--- src/rtl/pattern_pkg.sv ---
// Shared definitions for the pattern sequencer and its frame-synchronous helpers.
package pattern_pkg;

    typedef enum logic [1:0] {
        MODE_AUTO   = 2'b00,
        MODE_MANUAL = 2'b01,
        MODE_HOLD   = 2'b10
    } mode_t;

    typedef enum logic {
        ST_RUN   = 1'b0,
        ST_BLANK = 1'b1
    } state_t;

    localparam int DEF_NUM_PATTERNS = 4;
    localparam int DEF_RGB_W        = 6;

endpackage

--- src/rtl/frame_tick_gen.sv ---
// Registers vsync and flags the first cycle it is seen high after being low.
module frame_tick_gen (
    input  logic clk,
    input  logic rst_n,
    input  logic vsync,
    output logic tick
);

    logic vsync_q;

    // Reset high so a vsync already high at release does not fake a frame start.
    always_ff @(posedge clk or negedge rst_n) begin
        if (!rst_n) begin
            vsync_q <= 1'b1;
        end else begin
            vsync_q <= vsync;
        end
    end

    assign tick = vsync & ~vsync_q;

endmodule

--- src/rtl/pattern_sequencer.sv ---
// Sequences NUM_PATTERNS generators onto the VGA output with auto, manual and hold
// modes, optional blank frames on each switch, and per-pattern advance/reset strobes.
module pattern_sequencer
    import pattern_pkg::*;
#(
    parameter int NUM_PATTERNS = DEF_NUM_PATTERNS,
    parameter int RGB_W        = DEF_RGB_W,
    parameter int DWELL_W      = 9,
    parameter int BLANK_FRAMES = 1,
    parameter int IDX_W        = $clog2(NUM_PATTERNS)
) (
    input  logic                          clk,
    input  logic                          rst_n,
    input  logic                          vsync,
    input  logic                          paused,
    input  logic [1:0]                    mode,
    input  logic                          step_req,
    input  logic [IDX_W-1:0]              sel_idx,
    input  logic [DWELL_W-1:0]            dwell_frames,
    input  logic [NUM_PATTERNS*RGB_W-1:0] pat_rgb,
    output logic [RGB_W-1:0]              rgb,
    output logic [IDX_W-1:0]              active_idx,
    output logic [NUM_PATTERNS-1:0]       next_frame,
    output logic [NUM_PATTERNS-1:0]       pattern_rst,
    output logic                          switch_pulse,
    output logic                          blanking
);

    localparam logic [1:0] BLANK_LAST = (BLANK_FRAMES > 0) ? 2'(BLANK_FRAMES - 1) : 2'd0;

    logic                    tick;
    state_t                  state, state_nxt;
    logic [IDX_W-1:0]        idx_nxt, idx_inc, target;
    logic [DWELL_W-1:0]      dwell_cnt, dwell_nxt, dwell_eff;
    logic [1:0]              blank_cnt, blank_nxt;
    logic                    step_pending, step_nxt, step_any;
    logic                    switch_now;
    logic [NUM_PATTERNS-1:0] pattern_rst_nxt;

    frame_tick_gen u_tick (
        .clk   (clk),
        .rst_n (rst_n),
        .vsync (vsync),
        .tick  (tick)
    );

    always_ff @(posedge clk or negedge rst_n) begin
        if (!rst_n) begin
            state        <= ST_RUN;
            active_idx   <= '0;
            dwell_cnt    <= '0;
            blank_cnt    <= '0;
            step_pending <= 1'b0;
            switch_pulse <= 1'b0;
            pattern_rst  <= '0;
        end else begin
            state        <= state_nxt;
            active_idx   <= idx_nxt;
            dwell_cnt    <= dwell_nxt;
            blank_cnt    <= blank_nxt;
            step_pending <= step_nxt;
            switch_pulse <= switch_now;
            pattern_rst  <= pattern_rst_nxt;
        end
    end

    always_comb begin
        state_nxt       = state;
        idx_nxt         = active_idx;
        dwell_nxt       = dwell_cnt;
        blank_nxt       = blank_cnt;
        step_any        = step_pending | step_req;
        step_nxt        = step_any;
        switch_now      = 1'b0;
        target          = active_idx;
        pattern_rst_nxt = '0;
        idx_inc         = (active_idx == IDX_W'(NUM_PATTERNS - 1)) ? '0 : active_idx + 1'b1;
        dwell_eff       = (dwell_frames == '0) ? DWELL_W'(1) : dwell_frames;

        if (tick) begin
            if (state == ST_RUN) begin
                // A step request arriving with the tick is consumed by it.
                step_nxt = 1'b0;
                case (mode)
                    MODE_AUTO: begin
                        if ((dwell_cnt >= dwell_eff - 1'b1) || step_any) begin
                            switch_now = 1'b1;
                            target     = idx_inc;
                        end
                    end
                    MODE_MANUAL: begin
                        if ((sel_idx != active_idx) && (int'(sel_idx) < NUM_PATTERNS)) begin
                            switch_now = 1'b1;
                            target     = sel_idx;
                        end
                    end
                    default: begin
                        if (step_any) begin
                            switch_now = 1'b1;
                            target     = idx_inc;
                        end
                    end
                endcase

                if (switch_now) begin
                    idx_nxt   = target;
                    dwell_nxt = '0;
                    if (BLANK_FRAMES > 0) begin
                        state_nxt = ST_BLANK;
                        blank_nxt = '0;
                    end
                end else if ((mode == MODE_AUTO) && !paused && (dwell_cnt != '1)) begin
                    dwell_nxt = dwell_cnt + 1'b1;
                end
            end else begin
                if (blank_cnt == BLANK_LAST) begin
                    state_nxt = ST_RUN;
                end else begin
                    blank_nxt = blank_cnt + 1'b1;
                end
            end
        end

        for (int unsigned i = 0; i < NUM_PATTERNS; i++) begin
            pattern_rst_nxt[i] = switch_now && (target == IDX_W'(i));
        end
    end

    always_comb begin
        blanking   = (state == ST_BLANK);
        rgb        = '0;
        next_frame = '0;
        for (int unsigned i = 0; i < NUM_PATTERNS; i++) begin
            if (active_idx == IDX_W'(i)) begin
                if (!blanking) begin
                    rgb = pat_rgb[i*RGB_W +: RGB_W];
                end
                next_frame[i] = tick & ~paused & (state == ST_RUN);
            end
        end
    end

endmodule

--- config.mk ---
export PLATFORM = sky130hd
export DESIGN_NAME = pattern_sequencer
export DESIGN_NICKNAME = d
export VERILOG_FILES = /design/src/rtl/pattern_pkg.sv /design/src/rtl/frame_tick_gen.sv /design/src/rtl/pattern_sequencer.sv
export SDC_FILE = /design/constraint.sdc
export NUM_CORES = 1
export LEC_CHECK = 0
export ABC_AREA = 0
export BUFFER_PORTS_ARGS = -buffer_cell sky130_fd_sc_hd__buf_2
export CORE_AREA = 4 4 69 71
export DETAILED_ROUTE_END_ITERATION = 6
export DIE_AREA = 0 0 73 75
export PLACE_DENSITY_LB_ADDON = 0.12
export SLEW_MARGIN = 20
export SYNTH_ARGS = -nofsm -noshare
export SYNTH_HDL_FRONTEND = slang
export SYNTH_SLANG_ARGS = --single-unit
--- constraint.sdc ---
create_clock -name clk -period 2.3 [get_ports clk]
set_clock_uncertainty 0.2 [all_clocks]
set_input_delay 0.46 -clock clk [delete_from_list [all_inputs] [get_ports clk]]
set_output_delay 0.46 -clock clk [all_outputs]
set_load 0.1 [all_outputs]
==> results of run 1 <==
==> layer usage <==
metal / part of all wire (%) / routed length [µm] / track usage [%]
met5: 0 / 0 / 0
met4: 0.80 / 42 / 4.10
met3: 4.9 / 256 / 2.67
met2: 53 / 2760 / 36.9
met1: 41 / 2160 / 21.5
==> cell families after synthesis <==
| group | Yosys count |
|---|---|
| simple gates | 90 |
| compound gates | 38 |
| mux | 2 |
| flops | 21 |
| xor+xnor | 14 |
| buf+inv | 15 |
| fa+ha+maj | 17 |
==> Yosys cell counts, types with 5 or more instances <==
master,number
nor2b_1,11
nand3_1,5
xor2_1,8
nor2_1,25
nor3_1,9
a21oi_1,10
xnor2_1,6
a221oi_1,6
inv_1,10
nand4_1,5
nand2_1,15
ha_1,17
dfrtp_1,20
==> worst paths after layout <==
path | to | slack [ns] | cells after the start
min in group asynchronous | pattern_rst[3]$_DFF_PN0_ | 0.48 | 2
min | u_tick.vsync_q$_DFF_PN1_ | 0.12 | 1
max reg2reg | dwell_cnt[1]$_DFFE_PN0P_ | 0.04 | 9
max | dwell_cnt[1]$_DFFE_PN0P_ | -0.63 | 13
max in group asynchronous | active_idx[0]$_DFFE_PN0P_ | 1.05 | 2
min reg2reg | blank_cnt[0]$_DFFE_PN0P_ | 0.35 | 2
==> cell type report <==
| type | instances | share of cell area [%] |
|---|---|---|
| sequential | 21 | 17.6 |
| timing repair buffer | 104 | 28.2 |
| inverter | 10 | 1.39 |
| multi-input combinational | 161 | 49.1 |
| tap | 52 | 2.13 |
| clock buffer | 3 | 1.35 |
| clock inverter | 1 | 0.164 |
==> metrics by stage <==
step | cell area (µm²) | setup TNS (ns)
global route | 3050 | -16.33
detailed placement | 2520 | -21.10
global placement | 2520 | -19.54
CTS | 2920 | -12.87
finish | 3050 | -12.87
floorplan | 1850 | -13.43
==> what timing repair did <==
action | 4_1_cts | 5_1_grt
hold endpoints to repair | 20 | 0
resized for setup | 56 | 19
hold buffers | 1 | 0
cloned | 0 | 1
pin swaps | 20 | 19
setup endpoints to repair | 27 | 25
setup buffers | 10 | 3
==> power groups by stage <==
stage | Sequential (mW) | Clock [mW] | Combinational, mW
floorplan | 0.716 | 0 | 1.24
global placement | 0.467 | 0 | 2.08
detailed placement | 0.469 | 0 | 2.09
CTS | 0.473 | 0.245 | 2.65
global route | 0.476 | 0.259 | 3.02
finish | 0.472 | 0.240 | 2.88
==> flip-flops by register name, summed over array words and instances (netlist names) <==
signal,count
pattern_rst,4
dwell_cnt,9
switch_pulse,1
blanking,1
u_tick.vsync_q,1
step_pending,1
active_idx,2
blank_cnt,2
==> metrics.yaml, run 1 <==
power:
  p_sw_mw: 1.86
  ir_drop_mv: 0.517
  clkPwrFrac_pct: 6.7
  leakage_nw: 1.37
  p_int_mw: 1.73
  swShare_pct: 51.8
  pwr-share-seq_pct: 13.1
  p_per_area_nw_per_um2: 1180
  p_comb_share_pct: 80.2
  total_power_mw: 3.60
synth:
  ys_seq_elements: 21
  synth_top_family_by_area: "simple AND/OR/NAND/NOR gates"
  synthCells: 197
  ys_seq_area_share_pct: 30.7
  synth-simple-area-share_pct: 27.8
  synthMuxAreaShare_pct: 1.46
  yosys.area_share.adder_pct: 12.4
  synth_xor_area_share_pct: 7.14
  synth_top_area_share_pct: 29.2
  synth-async-reset-ratio_pct: 100
  synth.largest_area_cell: "dfrtp_1"
  synth_flop_cell: "dfrtp_1"
  synthTopCellsByArea: "dfrtp_1, ha_1, nor2_1, xor2_1, nor2b_1"
  syn_area_um2: 1720
  syn_nets: 256
  ys_types: 44
  synth_compound_area_share_pct: 17.1
  synth.avg_cell_area_um2: 8.71
  yosysWarnings: 0
  synth_edf_count: 0
finish:
  fin_util_pct: 72.1
  n_fill_cell: 294
  layout_commonest_cell: "buf_2"
  fin_cells: 352
  seq_area_um2: 538
  final_nets: 360
  final_cell_mix: "buf_2, buf_4, dfrtp_1"
  syn2layout_area_growth_pct: 77.8
  layout-drive-gt1-share_pct: 56.0
  multi_input_area_um2: 1500
  diodes: 0
place:
  pre_cts_ws_ns: -1.14
  gp_congestion: 0.794
  port_buffers: 59
  place_hpwl_um: 3770
  dp_cells: 333
sta:
  whs_ns: 0.121
  tightest_slew_ns: 0.490
  fin_crit_ns: 2.93
  finalHoldViolCount: 0
  slew_headroom_pct: 67.6
  rsz0062_at_grt: "true"
  layout_setup_ws_ns: -0.635
  fmax_ghz: 0.341
  min_period_over_period_pct: 128
  setup_viol: 25
  slew_violations: 0
worst_setup_path:
  critical_path.startpoint: "dwell_frames[0]"
  crit_type: "input pin to register"
  crit_fanout: 7
  slowest_stage: "or3_1"
  critPathMaxStageDelay_ns: 0.40
  critical_path_buf_inv_count: 3
  critPathLaunchType: "input pin"
  crit_family: "simple AND/OR/NAND/NOR gates"
  r2r-start: "active_idx[1]$_DFFE_PN0P_"
  end_kind: "register"
  path_cells: "buf_2 -> or3_1 -> nor4_2 -> nand2_1 -> xor2_1 -> ha_1 -> nand4_1 -> nor2_2 -> a211oi_4 -> buf_6 -> a211oi_4 -> buf_6 -> o22ai_2"
  cp_data_required_time_ns: 2.23
  cp.arrival_ns: 2.86
clock_tree:
  clk_path_buf_depth: 2
  clk_latency_ns: 0.26
  cts_inserted_buffers: 3
  path_clk_slew_ns: 0.08
  clock_sinks: 21
  clockRootBuffer: "clkbuf_8"
  cts_max_level: 1
  cts_tree: "built"
run:
  maxCapViolCount: 0
outcome:
  outcome: "complete, but fails checks"
  violations: "setup timing"
route:
  first_iter_violations: 49
  vias: 1803
  postRouteAntennaNets: 0
  drtPass1Iterations: 4
  viasPerCell: 5.12
  wl_per_cell_um: 14.8
  wl_um: 5220
  drc: 0
floorplan:
  io_pins: 60
  start_util_pct: 40.5
  core-area_um2: 4230
  dieArea_um2: 5480
  die_h_um: 75
  die_w_um: 73
  num_rows: 24
grt:
  grt_start_max_net_pins: 22
  antenna_found_initial: 0
  grt_pass1_wl_um: 8240
  overflow: 0
  grt_pass1_vias: 1853
  grtUsageTotal_pct: 18.9
hold_path:
  hold_path.class: "input pin to register"
  hp-start: "vsync"
No activity file was read; power rests on OpenSTA's default activity.
==> run 2: changes to the inputs <==
--- a/config.mk
+++ b/config.mk
@@ -5,11 +5,11 @@
 export SDC_FILE = /design/constraint.sdc
 export NUM_CORES = 1
 export LEC_CHECK = 0
-export ABC_AREA = 0
+export ABC_AREA = 1
 export BUFFER_PORTS_ARGS = -buffer_cell sky130_fd_sc_hd__buf_2
-export CORE_AREA = 4 4 69 71
+export CORE_AREA = 4 4 72 74
 export DETAILED_ROUTE_END_ITERATION = 6
-export DIE_AREA = 0 0 73 75
+export DIE_AREA = 0 0 76 78
 export PLACE_DENSITY_LB_ADDON = 0.12
 export SLEW_MARGIN = 20
 export SYNTH_ARGS = -nofsm -noshare
==> run 2 against run 1 <==
Against the previous run:
- the flow still finishes with violations (setup timing)
- wire length is 17% higher
- combinational power is 13% higher
- first-iteration DRC count rose by 69%
- critical path depth up 7
==> metrics.yaml, run 2 <==
clock_tree:
  path_clk_slew_ns: 0.08  # about the same
  clk_path_buf_depth: 2  # unchanged
  cts_inserted_buffers: 3  # unchanged
  cts_tree: "built"
  clockRootBuffer: "clkbuf_8"
  clk_latency_ns: 0.26  # about the same
  clock_sinks: 21  # unchanged
  cts_max_level: 1  # unchanged
finish:
  fin_cells: 427  # +21%
  layout_commonest_cell: "buf_2"
  final_nets: 433  # +20%
  syn2layout_area_growth_pct: 82.4
  largestRegisters: "dwell_cnt x9, pattern_rst x4"
  largest_reg_flops: 9  # unchanged
  top_register: "dwell_cnt"
  stdcell_area_um2: 3470  # +14%
  diodes: 0  # unchanged
  layout-drive-gt1-share_pct: 56.6  # +0.57 points
  final_cell_mix: "buf_2, nand2_1, buf_4"
synth:
  syn_area_um2: 1900  # +11%
  synthTopCellsByArea: "dfrtp_1, nand2_1, ha_1, inv_1, nor2_1"
  synth_most_common_cell: "nand2_1"
  ys_seq_elements: 21  # unchanged
  synth_flop_cell: "dfrtp_1"
  synth_top_area_share_pct: 26.3  # -2.8 points
  synth.largest_area_cell: "dfrtp_1"
  syn_nets: 322  # +26%
  yosysWarnings: 0  # unchanged
  synth.avg_cell_area_um2: 7.23  # -17%
  synth_edf_count: 0  # unchanged
  synthCells: 263  # +34%
  synth_commonest_cells: "nand2_1, inv_1, nor2_1, dfrtp_1, ha_1"
  ys_types: 32  # -27%
  synth-async-reset-ratio_pct: 100  # unchanged
  ys_seq_area_share_pct: 27.7  # -3.0 points
route:
  wl_um: 6100  # +17%
  postRouteAntennaNets: 0  # unchanged
  first_iter_violations: 83  # +69%
  drc: 0  # unchanged
  wl_per_cell_um: 14.3  # -3.7%
  vias: 2164  # +20%
  drtPass1Iterations: 4  # unchanged
  viasPerCell: 5.07  # -1.1%
grt:
  grt_start_max_net_pins: 22  # unchanged
  antenna_found_initial: 0  # unchanged
  grt_pass1_vias: 2159  # +17%
  overflow: 0  # unchanged
  grtUsageTotal_pct: 20.6  # +1.7 points
  grt_pass1_wl_um: 10100  # +22%
sta:
  finalHoldViolCount: 0  # unchanged
  slew_headroom_pct: 67.2  # -0.33 points
  min_period_over_period_pct: 120  # -7.1 points
  setup_viol: 26  # +4.0%
  layout_setup_ws_ns: -0.470  # +0.164 ns
  rsz0062_at_grt: "true"
  fin_crit_ns: 2.77  # -0.164 ns
  fmax_ghz: 0.361  # +5.9%
  slew_violations: 0  # unchanged
  whs_ns: 0.0960  # -0.0247 ns
  tightest_slew_ns: 0.491  # +0.00151 ns
  setup_tns_ns: -8.59  # +4.29 ns
floorplan:
  start_util_pct: 41.4  # +0.82 points
  core-area_um2: 4600  # +8.6%
  dieArea_um2: 5930  # +8.3%
  io_pins: 60  # unchanged
  die_h_um: 78  # +4.0%
  num_rows: 25  # +4.2%
  die_w_um: 76  # +4.1%
outcome:
  outcome: "complete, but fails checks"
  violations: "setup timing"
place:
  gp_congestion: 0.915  # +15%
  pre_cts_ws_ns: -0.837  # +0.306 ns
  placed_cell_area_um2: 2900  # +15%
  place_hpwl_um: 4190  # +11%
  port_buffers: 59  # unchanged
  dp_cells: 402  # +21%
worst_setup_path:
  critPathMaxStageDelay_ns: 0.29  # -0.11 ns
  cp_common_cell: "nand2_1"
  critPathLaunchType: "input pin"
  slowest_stage: "ha_1"
  cp_data_required_time_ns: 2.29  # +0.06 ns
  path_cells: "buf_6 -> inv_8 -> nand2_4 -> nor2_4 -> a31oi_4 -> buf_4 -> nand3_1 -> xor2_1 -> inv_1 -> ha_1 -> nand2_2 -> nor2_4 -> nand3_4 -> nand3_4 -> nand2_1 -> o21ai_1 -> nand2_1 -> nand2_1 -> nand2_1 -> a21oi_2"
  end_kind: "register"
  crit_fanout: 5  # -2
  cp.arrival_ns: 2.77  # -0.09 ns
  crit_type: "input pin to register"
run:
  maxCapViolCount: 0  # unchanged
hold_path:
  hold_path.class: "input pin to register"
power:
  leakage_nw: 1.61  # +17%
  p_per_area_nw_per_um2: 1170  # -0.86%
  ir_drop_mv: 0.824  # +59%
## run 2: cell count changes in the layout (fill, tap and decap cells not counted), sizes merged, moves of 6 or more
cell    change
nand2      +51
inv        +32
nor2       +16
nand3      +14
nor2b      -11
o211ai      +8
nor3        -7
a221oi      -6
a31oi       +6
## run 2: layout make-up
| type | instances | area [µm²] |
|---|---|---|
| well taps | 54 | 67.6 |
| repair buffers | 108 | 966 |
| multi-input cells | 197 | 1650 |
| inverters | 43 | 206 |
| fillers | 327 | 1130 |
| clock buffers | 3 | 41.3 |
| flip-flops and latches | 21 | 538 |
| clock inverters | 1 | 5.00 |
## run 2: metrics by stage
| step | power, mW | util (%) |
|---|---|---|
| floorplan | 2.41 | - |
| global placement | 3.18 | 63.1 |
| detailed placement | 3.20 | 63.1 |
| CTS | 3.91 | 73.3 |
| global route | 4.22 | 75.5 |
| finish | 4.05 | 75.5 |
## run 2: report_power, final
part           switching (mW)  total, mW  internal, mW
combinational            1.97       3.26          1.29
clock                   0.124      0.245         0.121
sequential              0.100      0.551         0.450
## run 2: per-layer routing
layer  up-vias  wire length, µm  GRT usage (%)
li1       1074                -              -
met4         0               47           2.49
met5         -                0              0
met1      1030             2380           23.3
met2        53             3400           39.8
met3         7              271           4.41
## run 2: path summary, 6_finish.rpt
check                                               from                         to  slack (ns)  cells past startpoint
min in group asynchronous                          rst_n  active_idx[1]$_DFFE_PN0P_        0.49                      2
worst min-delay path                               vsync   u_tick.vsync_q$_DFF_PN1_         0.1                      1
worst max register to register  dwell_cnt[1]$_DFFE_PN0P_   dwell_cnt[0]$_DFFE_PN0P_        0.08                     11
worst min register to register  blank_cnt[0]$_DFFE_PN0P_   blank_cnt[0]$_DFFE_PN0P_        0.32                      3
worst max-delay path                     dwell_frames[6]   pattern_rst[2]$_DFF_PN0_       -0.47                     20
max in group asynchronous                          rst_n       blanking$_DFFE_PN0P_        1.03                      2
## run 2: cells by family (layout without fill, tap and decap cells)
kind of cell / Yosys count / count (layout) / share of synthesized area, %
buf+inv: 46 / 155 / 9.67
simple gates: 138 / 139 / 35.8
fa+ha+maj: 17 / 17 / 11.2
flops: 21 / 21 / 27.7
xor+xnor: 10 / 10 / 4.61
compound gates: 31 / 31 / 11.1
## run 2: critical path: cells and delay by family
family / cells / cell delay [ns]
AO/OA/AOI/OAI: 3 / 0.50
buffers and inverters: 4 / 0.35
adder cells (fa/ha/maj): 1 / 0.29
XOR/XNOR: 1 / 0.16
AND/OR/NAND/NOR: 11 / 0.99
## run 2: what timing repair did
item | in CTS | in global routing
gates cloned | 2 | 0
hold buffers | 1 | 0
gates resized for setup | 66 | 17
pin swaps | 36 | 27
endpoints found under the hold margin | 20 | 0
setup endpoints to repair | 27 | 26
buffers inserted | 14 | 6
==> run 3: changes to the inputs <==
--- a/config.mk
+++ b/config.mk
@@ -7,10 +7,11 @@
 export LEC_CHECK = 0
 export ABC_AREA = 1
 export BUFFER_PORTS_ARGS = -buffer_cell sky130_fd_sc_hd__buf_2
-export CORE_AREA = 4 4 72 74
+export CORE_AREA = 4 4 71 73
 export DETAILED_ROUTE_END_ITERATION = 6
-export DIE_AREA = 0 0 76 78
+export DIE_AREA = 0 0 75 77
 export PLACE_DENSITY_LB_ADDON = 0.12
+export REMOVE_ABC_BUFFERS = 1
 export SLEW_MARGIN = 20
 export SYNTH_ARGS = -nofsm -noshare
 export SYNTH_HDL_FRONTEND = slang
==> run 3 against run 2 <==
Against the previous run:
- the run still ends with setup timing left
- worst hold slack got worse by 0.0081 ns
- final cell count decreased by 2.3%
- via count decreased by 0.88%
- clock power increased by 7%
- final area decreased by 7.2%
- clock-buffer cell count unchanged
- sequential share of layout area increased by 0.94 points
- critical path type unchanged
==> metrics.yaml, run 3 (same netlist as run 2, synthesis figures left out) <==
clock_tree:
  cts_inserted_buffers: 3  # unchanged
  cts_tree: "built"
  clk_latency_ns: 0.27  # about the same
  clk_path_buf_depth: 2  # unchanged
  clock_sinks: 21  # unchanged
  cts_max_level: 1  # unchanged
  clockRootBuffer: "clkbuf_8"
  path_clk_slew_ns: 0.09  # about the same
worst_setup_path:
  rr_worst_depth: 11  # unchanged
  endpoint: "dwell_cnt[3]$_DFFE_PN0P_"
  r2r-start: "dwell_cnt[1]$_DFFE_PN0P_"
  crit_type: "input pin to register"
  crit_fanout: 6  # +1
  r2r_setup_slack_ns: 0.08  # about the same
  worstReg2RegEnd: "dwell_cnt[3]$_DFFE_PN0P_"
  critPathLaunchType: "input pin"
  end_kind: "register"
  cp_data_required_time_ns: 2.27  # -0.02 ns
  critical_path.startpoint: "dwell_frames[5]"
  cp.arrival_ns: 2.69  # -0.08 ns
finish:
  top_register: "dwell_cnt"
  n_fill_cell: 321  # -1.8%
  largest_reg_flops: 9  # unchanged
  diodes: 0  # unchanged
  layout_commonest_cell: "buf_2"
  fin_cells: 417  # -2.3%
  final_cell_mix: "buf_2, nand2_1, buf_4"
  layout-drive-gt1-share_pct: 52.6  # -4.0 points
  final_nets: 425  # -1.8%
  largestRegisters: "dwell_cnt x9, pattern_rst x4"
  syn2layout_area_growth_pct: 69.2
route:
  wl_um: 5970  # -2.1%
  first_iter_violations: 79  # -4.8%
  viasPerCell: 5.14  # +1.5%
  wl_per_cell_um: 14.3  # +0.30%
  drc: 0  # unchanged
  vias: 2145  # -0.88%
  postRouteAntennaNets: 0  # unchanged
  drtPass1Iterations: 4  # unchanged
grt:
  grt_pass1_vias: 2031  # -5.9%
  grtUsageTotal_pct: 18.7  # -1.8 points
  grt_pass1_wl_um: 8650  # -14%
  overflow: 0  # unchanged
  antenna_found_initial: 0  # unchanged
  grt_start_max_net_pins: 22  # unchanged
floorplan:
  io_pins: 60  # unchanged
  num_rows: 24  # -4.0%
  dieArea_um2: 5780  # -2.6%
  core-area_um2: 4350  # -5.3%
  die_w_um: 75  # -1.3%
  die_h_um: 77  # -1.3%
  start_util_pct: 43.7  # +2.3 points
sta:
  rsz0062_at_grt: "true"
  whs_ns: 0.0879  # -0.00814 ns
  tightest_slew_ns: 0.497  # +0.00565 ns
  finalHoldViolCount: 0  # unchanged
  slew_violations: 0  # unchanged
  fin_crit_ns: 2.72  # -0.0532 ns
  fmax_ghz: 0.368  # +2.0%
  layout_setup_ws_ns: -0.417  # +0.0532 ns
  slew_headroom_pct: 66.9  # -0.38 points
  min_period_over_period_pct: 118  # -2.3 points
  setup_viol: 25  # -3.8%
power:
  p_sw_mw: 2.09  # -4.6%
  swShare_pct: 56.8  # +2.6 points
  p_per_area_nw_per_um2: 1150  # -1.9%
  pwr-share-seq_pct: 13.6  # about the same
  ir_drop_mv: 1.15  # +39%
  clkPwrFrac_pct: 7.1  # +1.1 points
  leakage_nw: 1.57  # -1.9%
  p_int_mw: 1.59  # -14%
  p_comb_share_pct: 79.3  # -1.1 points
place:
  gp_congestion: 0.818  # -11%
  place_hpwl_um: 3810  # -9.1%
  port_buffers: 59  # unchanged
  dp_cells: 399  # -0.75%
hold_path:
  hold_path.class: "input pin to register"
outcome:
  outcome: "complete, but fails checks"
  violations: "setup timing"
run:
  maxCapViolCount: 0  # unchanged
[run 3: changes by cell type in the layout (fill, tap and decap cells not counted), sizes merged]
cell and delta:
buf -8, clkinv -1, inv +1
[run 3: worst min-delay path by stage]
stage / from / endpoint / slack [ns] / cells past startpoint
floorplan: rst_n / active_idx[0]$_DFFE_PN0P_ / -0.04 / 0
CTS: vsync / u_tick.vsync_q$_DFF_PN1_ / 0.09 / 1
global placement: rst_n / pattern_rst[1]$_DFF_PN0_ / 0.25 / 1
global route: vsync / u_tick.vsync_q$_DFF_PN1_ / 0.08 / 1
detailed placement: rst_n / active_idx[0]$_DFFE_PN0P_ / 0.26 / 1
finish: vsync / u_tick.vsync_q$_DFF_PN1_ / 0.09 / 1
[run 3: area by class of cell]
class / count / area (µm²) / area share (%)
sequential: 21 / 529 / 16.4
timing repair buffer: 100 / 800 / 24.8
inverter: 43 / 171 / 5.33
clock buffer: 3 / 41.3 / 1.28
tap: 52 / 65.1 / 2.02
clock inverter: 1 / 7.51 / 0.233
multi-input combinational: 197 / 1600 / 49.8
[run 3: metrics by stage]
| stage | worst slack (ns) | cell area [µm²] | utilization (%) | setup TNS (ns) | power, mW |
|---|---|---|---|---|---|
| after floorplan | -1.75 | 1880 | - | -22.62 | 2.08 |
| after global placement | -0.736 | 2610 | 60.0 | -13.07 | 2.94 |
| after detailed placement | -0.797 | 2610 | 60.0 | -13.64 | 2.95 |
| after CTS | -0.411 | 2970 | 68.2 | -7.47 | 3.48 |
| after global routing | -0.624 | 3220 | 73.9 | -11.94 | 3.87 |
| final | -0.417 | 3220 | 73.9 | -8.03 | 3.69 |
[run 3: metal layers]
layer / global-route usage (%) / up-vias / wire length [µm] / part of all wire [%]
met5: 0 / - / 0 / 0
met4: 5.87 / 0 / 173 / 2.9
met3: 3.66 / 20 / 409 / 6.9
met2: 33.0 / 82 / 3170 / 53
met1: 22.1 / 986 / 2220 / 37
li1: - / 1057 / - / -
[run 3: critical path, cell delays in order]
cell     delay (ns)
buf_6          0.09
inv_2          0.04
nand2_2        0.06
nor2_4         0.15
a31oi_4        0.12
ha_4           0.20
buf_6          0.12
xnor2_2        0.12
ha_1           0.31
nand2_1        0.08
nand2_1        0.06
nand2_1        0.07
nand2_1        0.06
nand2_2        0.10
nand3_4        0.10
o21a_4         0.26
nand2_8        0.11
nand2_4        0.06
nand2_2        0.07
nand2_2        0.04
[run 3: power groups by stage]
stage	Sequential [mW]	Clock [mW]	Combinational, mW
finish	0.502	0.261	2.92
floorplan	0.768	0	1.31
global placement	0.488	0	2.45
CTS	0.502	0.263	2.72
detailed placement	0.489	0	2.46
global route	0.512	0.281	3.07
[run 3: timing repair]
action,in CTS,in global routing
buffers inserted,7,6
pin swaps,29,46
hold buffers,1,0
cloned,1,0
resized for setup,59,53
hold endpoints to repair,20,0
setup endpoints to repair,26,29
